<file path="src/rtl/drum_step_sequencer_if.sv">
// Pattern-memory configuration bus for drum_step_sequencer.
// Write handshake: a row write is accepted on every rising clk where cfg_we
// is high. There is no ready signal because the sink never stalls, so the
// master may present a new write on every cycle.
interface drum_step_sequencer_if #(
    parameter int NUM_VOICES = 4,
    parameter int NUM_STEPS  = 16
);
    logic                         cfg_we;
    logic [$clog2(NUM_STEPS)-1:0] cfg_step;
    logic [NUM_VOICES-1:0]        cfg_pattern;

    modport master (output cfg_we, cfg_step, cfg_pattern);
    modport slave  (input  cfg_we, cfg_step, cfg_pattern);
endinterface

</file>
<file path="src/rtl/drum_step_sequencer.sv">
// Tempo-driven drum step sequencer: counts sample ticks, walks a writable
// pattern memory and drives one gated trigger line per voice.
// Optional build macro DRUM_SEQ_SWING_EN adds a swing[7:0] input that delays
// odd steps by (step_len*swing)>>8 samples while keeping the step period.
// seq_state / gate_state expose the top FSM and per-voice gate FSMs.
module drum_step_sequencer #(
    parameter int NUM_VOICES = 4,
    parameter int NUM_STEPS  = 16,
    parameter int TICK_BITS  = 20,
    parameter int GATE_BITS  = 16
) (
    input  logic                         clk,
    input  logic                         rst,
    input  logic                         sample_tick,
    input  logic                         run,
    input  logic [TICK_BITS-1:0]         step_len,
    input  logic [GATE_BITS-1:0]         gate_len,
`ifdef DRUM_SEQ_SWING_EN
    input  logic [7:0]                   swing,
`endif
    drum_step_sequencer_if.slave         cfg,
    input  logic [NUM_VOICES-1:0]        manual_trig,
    output logic [NUM_VOICES-1:0]        trig_out,
    output logic [$clog2(NUM_STEPS)-1:0] step_idx,
    output logic                         step_strobe,
    output logic [1:0]                   seq_state,
    output logic [2*NUM_VOICES-1:0]      gate_state
);
    localparam int STEP_W = $clog2(NUM_STEPS);
    // One spare bit so a swung count (len-1+delay) never wraps.
    localparam int CNT_W  = TICK_BITS + 1;

    typedef enum logic [1:0] {S_IDLE = 2'd0, S_START = 2'd1, S_RUN = 2'd2} seq_state_t;
    typedef enum logic [1:0] {G_OFF = 2'd0, G_ON = 2'd1, G_GAP = 2'd2} gate_state_t;

    seq_state_t            state;
    logic [CNT_W-1:0]      tick_cnt;
    logic [NUM_VOICES-1:0] pattern [NUM_STEPS];

    logic [CNT_W-1:0]      len_eff;
    logic [GATE_BITS-1:0]  gate_eff;
    logic [CNT_W-1:0]      target;
    logic [STEP_W-1:0]     fire_idx;
    logic                  boundary;
    logic                  step_fire;
    logic [NUM_VOICES-1:0] hits;

    assign len_eff  = (step_len == '0) ? CNT_W'(1) : {1'b0, step_len};
    assign gate_eff = (gate_len == '0) ? GATE_BITS'(1) : gate_len;
    assign fire_idx = (state == S_START) ? '0 : step_idx + STEP_W'(1);

`ifdef DRUM_SEQ_SWING_EN
    logic [CNT_W+7:0] swing_prod;
    logic [CNT_W-1:0] swing_dly;
    assign swing_prod = {8'd0, len_eff} * {{CNT_W{1'b0}}, swing};
    assign swing_dly  = CNT_W'(swing_prod >> 8);

    // Odd steps land late by swing_dly; the following even step comes early
    // by the same amount so the pair still spans two nominal steps.
    always_comb begin
        target = len_eff - CNT_W'(1);
        if (fire_idx[0])
            target = len_eff - CNT_W'(1) + swing_dly;
        else
            target = len_eff - CNT_W'(1) - swing_dly;
    end
`else
    // Straight grid: every step is len_eff ticks long.
    always_comb begin
        target = len_eff - CNT_W'(1);
    end
`endif

    // >= rather than == so a shortened step_len fires on the next tick.
    assign boundary  = (tick_cnt >= target);
    assign step_fire = sample_tick && run &&
                       ((state == S_START) || ((state == S_RUN) && boundary));
    // Pattern is read before this cycle's write lands, so a same-cycle write
    // to the firing row only affects the next pass.
    assign hits      = manual_trig | (step_fire ? pattern[fire_idx] : '0);
    assign seq_state = state;

    // Pattern register file, cleared on reset.
    always_ff @(posedge clk or posedge rst) begin
        if (rst) begin
            for (int i = 0; i < NUM_STEPS; i++) pattern[i] <= '0;
        end else if (cfg.cfg_we) begin
            pattern[cfg.cfg_step] <= cfg.cfg_pattern;
        end
    end

    // Top sequencer FSM: step counter, step index and strobe.
    always_ff @(posedge clk or posedge rst) begin
        if (rst) begin
            state       <= S_IDLE;
            tick_cnt    <= '0;
            step_idx    <= '0;
            step_strobe <= 1'b0;
        end else begin
            step_strobe <= step_fire;
            case (state)
                S_IDLE: begin
                    tick_cnt <= '0;
                    step_idx <= '0;
                    if (run) state <= S_START;
                end
                S_START: begin
                    if (!run) begin
                        state <= S_IDLE;
                    end else if (sample_tick) begin
                        state    <= S_RUN;
                        tick_cnt <= '0;
                        step_idx <= '0;
                    end
                end
                S_RUN: begin
                    // Stop takes priority over a coinciding step boundary.
                    if (!run) begin
                        state    <= S_IDLE;
                        tick_cnt <= '0;
                        step_idx <= '0;
                    end else if (sample_tick) begin
                        if (boundary) begin
                            tick_cnt <= '0;
                            step_idx <= fire_idx;
                        end else begin
                            tick_cnt <= tick_cnt + CNT_W'(1);
                        end
                    end
                end
                default: state <= S_IDLE;
            endcase
        end
    end

    for (genvar v = 0; v < NUM_VOICES; v++) begin : g_voice
        gate_state_t          g_state;
        logic [GATE_BITS-1:0] g_cnt;
        logic                 trig_q;

        assign trig_out[v]          = trig_q;
        assign gate_state[2*v +: 2] = g_state;

        // Per-voice gate: a hit during ON drops the line for one tick so
        // downstream edge detectors see a fresh rising edge.
        always_ff @(posedge clk or posedge rst) begin
            if (rst) begin
                g_state <= G_OFF;
                g_cnt   <= '0;
                trig_q  <= 1'b0;
            end else begin
                case (g_state)
                    G_OFF: begin
                        if (hits[v]) begin
                            g_state <= G_ON;
                            g_cnt   <= gate_eff;
                            trig_q  <= 1'b1;
                        end
                    end
                    G_ON: begin
                        if (hits[v]) begin
                            g_state <= G_GAP;
                            trig_q  <= 1'b0;
                        end else if (sample_tick) begin
                            if (g_cnt < GATE_BITS'(2)) begin
                                g_state <= G_OFF;
                                g_cnt   <= '0;
                                trig_q  <= 1'b0;
                            end else begin
                                g_cnt <= g_cnt - GATE_BITS'(1);
                            end
                        end
                    end
                    G_GAP: begin
                        if (sample_tick) begin
                            g_state <= G_ON;
                            g_cnt   <= gate_eff;
                            trig_q  <= 1'b1;
                        end
                    end
                    default: begin
                        g_state <= G_OFF;
                        trig_q  <= 1'b0;
                    end
                endcase
            end
        end
    end
endmodule

</file>
<file path="src/flat_wrapper.sv">
// flat-port wrapper written by rule: the top's interface ports become plain ports
module drum_step_sequencer_flat 
#(
    parameter int NUM_VOICES = 4,
    parameter int NUM_STEPS  = 16,
    parameter int TICK_BITS  = 20,
    parameter int GATE_BITS  = 16
)
  (clk, rst, sample_tick, run, step_len, gate_len, manual_trig, trig_out, step_idx, step_strobe, seq_state, gate_state, cfg_cfg_we, cfg_cfg_step, cfg_cfg_pattern);
  drum_step_sequencer_if #(.NUM_VOICES(NUM_VOICES), .NUM_STEPS(NUM_STEPS)) cfg_i ();
  input  logic clk;
  input  logic rst;
  input  logic sample_tick;
  input  logic run;
  input  logic [TICK_BITS-1:0] step_len;
  input  logic [GATE_BITS-1:0] gate_len;
  input  logic [NUM_VOICES-1:0] manual_trig;
  output logic [NUM_VOICES-1:0] trig_out;
  output logic [$clog2(NUM_STEPS)-1:0] step_idx;
  output logic step_strobe;
  output logic [1:0] seq_state;
  output logic [2*NUM_VOICES-1:0] gate_state;
  input wire logic [$bits(cfg_i.cfg_we)-1:0] cfg_cfg_we;
  input wire logic [$bits(cfg_i.cfg_step)-1:0] cfg_cfg_step;
  input wire logic [$bits(cfg_i.cfg_pattern)-1:0] cfg_cfg_pattern;
  assign cfg_i.cfg_we = cfg_cfg_we;
  assign cfg_i.cfg_step = cfg_cfg_step;
  assign cfg_i.cfg_pattern = cfg_cfg_pattern;
  drum_step_sequencer #(.NUM_VOICES(NUM_VOICES), .NUM_STEPS(NUM_STEPS), .TICK_BITS(TICK_BITS), .GATE_BITS(GATE_BITS)) u_core (.clk(clk), .rst(rst), .sample_tick(sample_tick), .run(run), .step_len(step_len), .gate_len(gate_len), .cfg(cfg_i), .manual_trig(manual_trig), .trig_out(trig_out), .step_idx(step_idx), .step_strobe(step_strobe), .seq_state(seq_state), .gate_state(gate_state));
endmodule
</file>
<file path="config.mk">
export PLATFORM = sky130hd
export DESIGN_NAME = drum_step_sequencer_flat
export DESIGN_NICKNAME = d
export VERILOG_FILES = /design/src/rtl/drum_step_sequencer_if.sv /design/src/rtl/drum_step_sequencer.sv /design/src/flat_wrapper.sv
export SDC_FILE = /design/constraint.sdc
export NUM_CORES = 1
export LEC_CHECK = 0
export CAP_MARGIN = 10
export CORE_MARGIN = 5
export CORE_UTILIZATION = 65
export CTS_BUF_LIST = sky130_fd_sc_hd__clkbuf_2 sky130_fd_sc_hd__clkbuf_4 sky130_fd_sc_hd__clkbuf_8
export CTS_CLUSTER_DIAMETER = 80
export DETAILED_ROUTE_END_ITERATION = 8
export HOLD_SLACK_MARGIN = 0.03
export PLACE_DENSITY = 0.89
export SYNTH_ARGS = -nofsm -noshare
export SYNTH_HDL_FRONTEND = slang
export SYNTH_SLANG_ARGS = --single-unit
</file>
<file path="constraint.sdc">
create_clock -name clk -period 9.96 [get_ports clk]
set_input_delay 1.992 -clock clk [delete_from_list [all_inputs] [get_ports clk]]
set_output_delay 1.992 -clock clk [all_outputs]
set_load 0.02 [all_outputs]
</file>
# --- After elaboration in Yosys (flattened, before gate mapping) ---
# Index checks and enable logic that the tools add are counted.
op_classes:
  add_sub_neg: 7
  n_lt_le_gt_ge: 8
  eq_ne: 41
  muxes: 90
  bitwise_logic: 3
  reduce_logical: 28
op_table:
  columns: ["cell", "n"]
  rows:
  - ["$mux W16", 18]
  - ["$pmux W16 S3", 4]
  - ["$mux W21", 5]
  - ["$bwmux W64", 1]
  - ["$lt A16 B2 Y1 const B", 4]
  - ["$sub A16 B1 Y16 const B", 4]
  - ["$pmux W21 S3", 1]
  - ["$mux W2", 21]
  - ["$mux W4", 10]
  - ["$ne A2 B2 Y1 const B", 16]
  - ["$pmux W2 S3", 5]
  - ["$reduce_and A5 Y1", 5]
  - ["$add A21 B1 Y21 const B", 1]
  - ["$ge A21 B21 Y1", 1]
  - ["$sub A21 B1 Y21 const B", 1]
  - ["$logic_not A20 Y1", 1]
  - ["$mux W20", 1]
  - ["$reduce_and A4 Y1", 5]
  - ["$mux W1", 17]
  - ["$bmux W4 S4", 1]
  - ["$demux W4 S4", 1]
  - ["$logic_not A16 Y1", 1]
  - ["$ne A3 B2 Y1 const B", 5]
  - ["$reduce_bool A3 Y1", 5]
  - ["other kinds (16)", 43]
totals:
  reg_bits: 168
  in_bits: 53
  output_inout_bits: 19

# --- Longest topological paths before layout ---
depth:
  word_depth: 11
  ltp_mapped: 21
  ltp_nobuf: 18

# --- Worst setup path after synthesis ---
# No wires, ideal clock.
synth_timing:
  kind: "input -> register"
  startpoint: "in step_len[9]"
  endpoint: "reg u_core.g_voice[1].g_cnt[0]"
  setup_ps: 128
  t_arrival_ps: 6184
  setup_slack_ps: 3648
  cell_stages: 19
  cell_sequence: "or4_1 > nor4_1 > inv_1 > nor2_1 > a41oi_1 > ha_1 > nand2_1 > nor3_1 > xnor2_1 > ha_1 > nand4_1 > a2111oi_2 > o21ai_1 > or4_1 > buf_2 > a211oi_4 > o31ai_2 > o21ai_2 > mux2_1"
synth_via:
  elab_chain_len: 11
  word_cells_on_any_way: 12
  classes_between: "add/sub: 1; order compare: 1; eq/ne: 2; mux: 2; bitwise: 1; reduce/logical: 5"
synth_lines:
  columns: ["element", "line", "rtl"]
  rows:
  - ["start: declaration", "flat_wrapper.sv:15", "input logic [TICK_BITS-1:0] step_len;"]
  - ["$logic_not A20 Y1", "drum_step_sequencer.sv:48", "assign len_eff = (step_len == '0) ? CNT_W'(1) : {1'b0, step_len};"]
  - ["$mux W20 (*)", "drum_step_sequencer.sv:48", null]
  - ["$sub A21 B1 Y21 (*)", "drum_step_sequencer.sv:70", "target = len_eff - CNT_W'(1);"]
  - ["$ge A21 B21 Y1 (*)", "drum_step_sequencer.sv:75", "assign boundary = (tick_cnt >= target);"]
  - ["$logic_and A1 B1 Y1 (*)", "drum_step_sequencer.sv:77", "((state == S_START) || ((state == S_RUN) && boundary));"]
  - ["$logic_or A1 B1 Y1 (*)", "drum_step_sequencer.sv:77", null]
  - ["$logic_and A1 B1 Y1 (*)", "drum_step_sequencer.sv:76", "assign step_fire = sample_tick && run &&"]
  - ["$mux W4 (*)", "drum_step_sequencer.sv:80", "assign hits = manual_trig | (step_fire ? pattern[fire_idx] : '0);"]
  - ["$or A4 B4 Y4 (*)", "drum_step_sequencer.sv:80", null]
  - ["$ne A2 B2 Y1 (no source line) or $ne A2 B1 Y1 (tied branches)", null, null]
  - ["$reduce_and A5 Y1 (no source line) (*)", null, null]
  - ["end signal: assignment", "drum_step_sequencer.sv:156", "g_cnt <= gate_eff;"]
  - ["end signal: assignment", "drum_step_sequencer.sv:170", "g_cnt <= g_cnt - GATE_BITS'(1);"]
  - ["end signal: assignment", "drum_step_sequencer.sv:177", "g_cnt <= gate_eff;"]
  - ["end: declaration", "drum_step_sequencer.sv:138", "logic [GATE_BITS-1:0] g_cnt;"]
# Mark *: on every way between the ends. The rest lies on a longest branch, timed or not.
# A chain may end at the register's enable or synchronous reset.

# --- Worst setup path after layout ---
layout_timing:
  startpoint: "in step_len[9]"
  endpoint: "reg u_core.g_voice[2].g_cnt[15]"
layout_via:
  elab_chain_len: 11
  word_cells_on_any_way: 12
  classes_between: "add/sub: 1; order compare: 1; eq/ne: 2; mux: 2; bitwise: 1; reduce/logical: 5"
layout_lines:
  columns: ["element", "line"]
  rows:
  - ["$logic_not A20 Y1", "drum_step_sequencer.sv:48"]
  - ["$mux W20 (*)", "drum_step_sequencer.sv:48"]
  - ["$sub A21 B1 Y21 (*)", "drum_step_sequencer.sv:70"]
  - ["$ge A21 B21 Y1 (*)", "drum_step_sequencer.sv:75"]
  - ["$logic_and A1 B1 Y1 (*)", "drum_step_sequencer.sv:77"]
  - ["$logic_or A1 B1 Y1 (*)", "drum_step_sequencer.sv:77"]
  - ["$logic_and A1 B1 Y1 (*)", "drum_step_sequencer.sv:76"]
  - ["$mux W4 (*)", "drum_step_sequencer.sv:80"]
  - ["$or A4 B4 Y4 (*)", "drum_step_sequencer.sv:80"]
  - ["$ne A2 B2 Y1 (no source line) or $ne A2 B1 Y1 (tied branches)", null]
  - ["$reduce_and A5 Y1 (no source line) (*)", null]
  - ["end signal: assignment", "drum_step_sequencer.sv:156"]
  - ["end signal: assignment", "drum_step_sequencer.sv:170"]
  - ["end signal: assignment", "drum_step_sequencer.sv:177"]
  - ["end: declaration", "drum_step_sequencer.sv:138"]
# Marks and branches as above.

==> flow_summary.ini <==
[setup_path]
critical_path_class = input port to register
critical-path-top-delay-family = simple AND/OR/NAND/NOR gates
crit_chain = clkdlybuf4s50_1, or4_1, nor4_1, inv_1, nor2_1, a41oi_1, ha_1, nand2_1, nor3_1, xnor2_1, ha_1, nand4_1, a2111oi_2, o21ai_1, or4_1, a211oi_2, o31a_1, nor2_2, a211o_1
end_kind = register
critical_path_buf_inv_count = 2
crit_path_top_delay_cell = or4_1
path_max_fanout = 18
cp.required_ns = 10.33
critPathLaunchType = input port
crit_arrival_ns = 7.72
cp_slowest_stage_delay_ns = 0.63

[timing]
worst_slew_pin_slew_ns = 1.046
setup-violations-final = 0
timing.fmax_ghz = 0.1359
drv_slew = 0
max-slew-margin-rel = 0.2978
setup_tns_ns = 0
hold_viol = 0
fin_crit_ns = 7.356
fin_skew_ns = 0.01804
rsz0062_at_grt = false
timing.final.crit_share = 0.7386

[hold_path]
worst_hold_path_type = register to register

[global_routing]
grt_pass1_wl_mm = 45.66
track_usage = 0.3073
grt_pass1_vias = 9164
grt_max_degree = 70
grt_antenna_before_repair = 0
grt_overflow_total = 0

[route]
detail-route-antenna-nets = 0
drtPass1Iterations = 6
dr.first_iter.drc_count = 942
vias = 9508
via_per_inst = 6.821
drcViolationCount = 0
wirelength_mm = 27.83
wire_per_inst_um = 19.97

[logic_synthesis]
syn-num-nets = 1212
avgSynthCellArea_um2 = 9.143
synth_compound_area_frac = 0.2149
async_flop_share = 1.000
synthXorXnorAreaFrac = 0.02880
synthFlopType = dfrtp_1
yosysUniqueCellTypes = 79
yosys.area_share.simple = 0.1901
synthCells = 1131
synth_mux_area_frac = 0.09462
synth_seq_cells = 164
synthAdderAreaFrac = 0.03388
yosysSeqAreaShare = 0.3969
synth_top_family_by_area = compound AO/OA/AOI/OAI gates
synth_edf_count = 0
ys_warn_count = 0
synthesis.area_mm2 = 0.01034

[power]
p_leak_uw = 0.004600
power_uw = 2682
powerDensity_mw_per_mm2 = 233.5
peakVddDrop_v = 0.0001437

[run_status]
status = finished clean

[run]
drv_cap = 0

[floorplan]
die_h_um = 136.1
die_w_um = 136.1
dieArea_mm2 = 0.01853
rows = 46
pin_count = 72
start_util = 0.6557
core_mm2 = 0.01577

[place]
gp_congestion = 0.9519
port_buffers = 71
dp_cells = 1362
dp_hpwl_mm = 19.04
place_area_mm2 = 0.01108

[clock_tree]
cts_tree = yes
clock_latency_ns = 0.49
cts_htree_levels = 4
cts_root_buffer = clkbuf_8
postCtsSetupBuffers = 0
cts_hold_buf = 0
cts_inserted_buffers = 17
post_cts_resized = 0
cts.clk_slew.worst_paths_ns = 0.10
clockBufferDepth = 2
cts_sinks = 164

[cells_and_area]
finalNetCount = 1246
layout_commonest_cell = dfrtp_1
final_area_mm2 = 0.01148
drive_gt1_frac = 0.1197
stdcell_count = 1394
layout_common_cells = 164 x dfrtp_1, 106 x nand2_1, 94 x nor2_1, 75 x o21ai_0, 73 x mux2_2
final_util = 0.7283
area_delta_synth_final_pct = 11.06
diodes = 0
[where the power goes]
part / internal [uW] / switching (uW) / leakage [uW]
clock: 189 / 299 / 0.000197
combinational: 471 / 644 / 0.00234
sequential: 867 / 212 / 0.00207
[area by class of cell]
type | count | area (um^2)
clock buffer | 17 | 234.0
clock inverter | 15 | 170.2
fill | 1150 | 4285
inverter | 35 | 136.4
multi-input combinational | 870 | 5814
sequential | 164 | 4104
tap | 216 | 270.3
timing repair buffer | 77 | 755.7
[through the flow]
stage / setup WS [ns] / hold slack [ns]
floorplan: 3.535 / 0.4481
global placement: 2.358 / 0.4732
detailed placement: 2.250 / 0.4746
CTS: 2.740 / 0.5024
global route: 2.212 / 0.5310
finish: 2.604 / 0.5084
[Yosys cell counts (7+ instances only)]
cell type / n / area share
ha_1: 28 / 0.034
a31oi_1: 9 / 0.0054
buf_2: 10 / 0.0048
clkbuf_1: 39 / 0.014
dfrtp_1: 164 / 0.40
nor2b_1: 9 / 0.0054
nand3_1: 33 / 0.016
or2_2: 9 / 0.0054
nand2_1: 106 / 0.038
nor3_1: 45 / 0.022
mux2_2: 73 / 0.079
a2bb2oi_1: 11 / 0.0093
mux2i_1: 10 / 0.0097
o2bb2ai_1: 12 / 0.010
xor2_1: 15 / 0.013
and3_1: 10 / 0.0060
and2_1: 7 / 0.0042
a21oi_1: 67 / 0.032
buf_4: 12 / 0.0087
a32o_1: 19 / 0.018
nor2_1: 94 / 0.034
a22oi_1: 13 / 0.0094
nand4_1: 10 / 0.0060
nand2b_1: 21 / 0.013
o21ai_0: 75 / 0.036
o22ai_1: 16 / 0.0097
o31ai_1: 11 / 0.0080
nor4_1: 25 / 0.015
inv_1: 35 / 0.013
or3_1: 11 / 0.0067
o41ai_1: 8 / 0.0068
xnor2_1: 19 / 0.016
[flip-flops by register name, summed over array words and instances (netlist names)]
register and flops:
u_core.seq_state 2, u_core.pattern 64, u_core.step_strobe 1, u_core.step_idx 4
u_core.g_voice.trig_q 1, u_core.g_voice.g_cnt 64, u_core.tick_cnt 21, u_core.g_voice.g_state 7
[logic make-up after synthesis]
logic type / Yosys count
compound gates: 320
xor+xnor: 34
fa+ha+maj: 28
buf+inv: 97
flops: 164
mux: 86
simple gates: 402
[routing by layer]
metal,global-route usage,vias up,wire (um)
li1,-,4286,-
met1,0.4049,4569,11060
met2,0.4953,554,13210
met3,0.05885,99,2539
met4,0.1377,0,1026
met5,0,-,0
[worst paths after layout]
path / from / endpoint / depth (start not counted) / slack [ns]
max in group asynchronous: rst / u_core.pattern[27] / 4 / 6.23
max reg2reg: u_core.step_idx[0] / u_core.g_voice[2].g_cnt[0] / 10 / 5.62
min in group asynchronous: rst / u_core.g_voice[0].g_cnt[12] / 2 / 1.93
min reg2reg: u_core.g_voice[2].g_cnt[12] / u_core.g_voice[2].g_cnt[12] / 1 / 0.51
min: u_core.g_voice[2].g_cnt[12] / u_core.g_voice[2].g_cnt[12] / 1 / 0.51
max: step_len[9] / u_core.g_voice[2].g_cnt[15] / 19 / 2.60
Note: power is estimated with default switching activity, not from simulation.
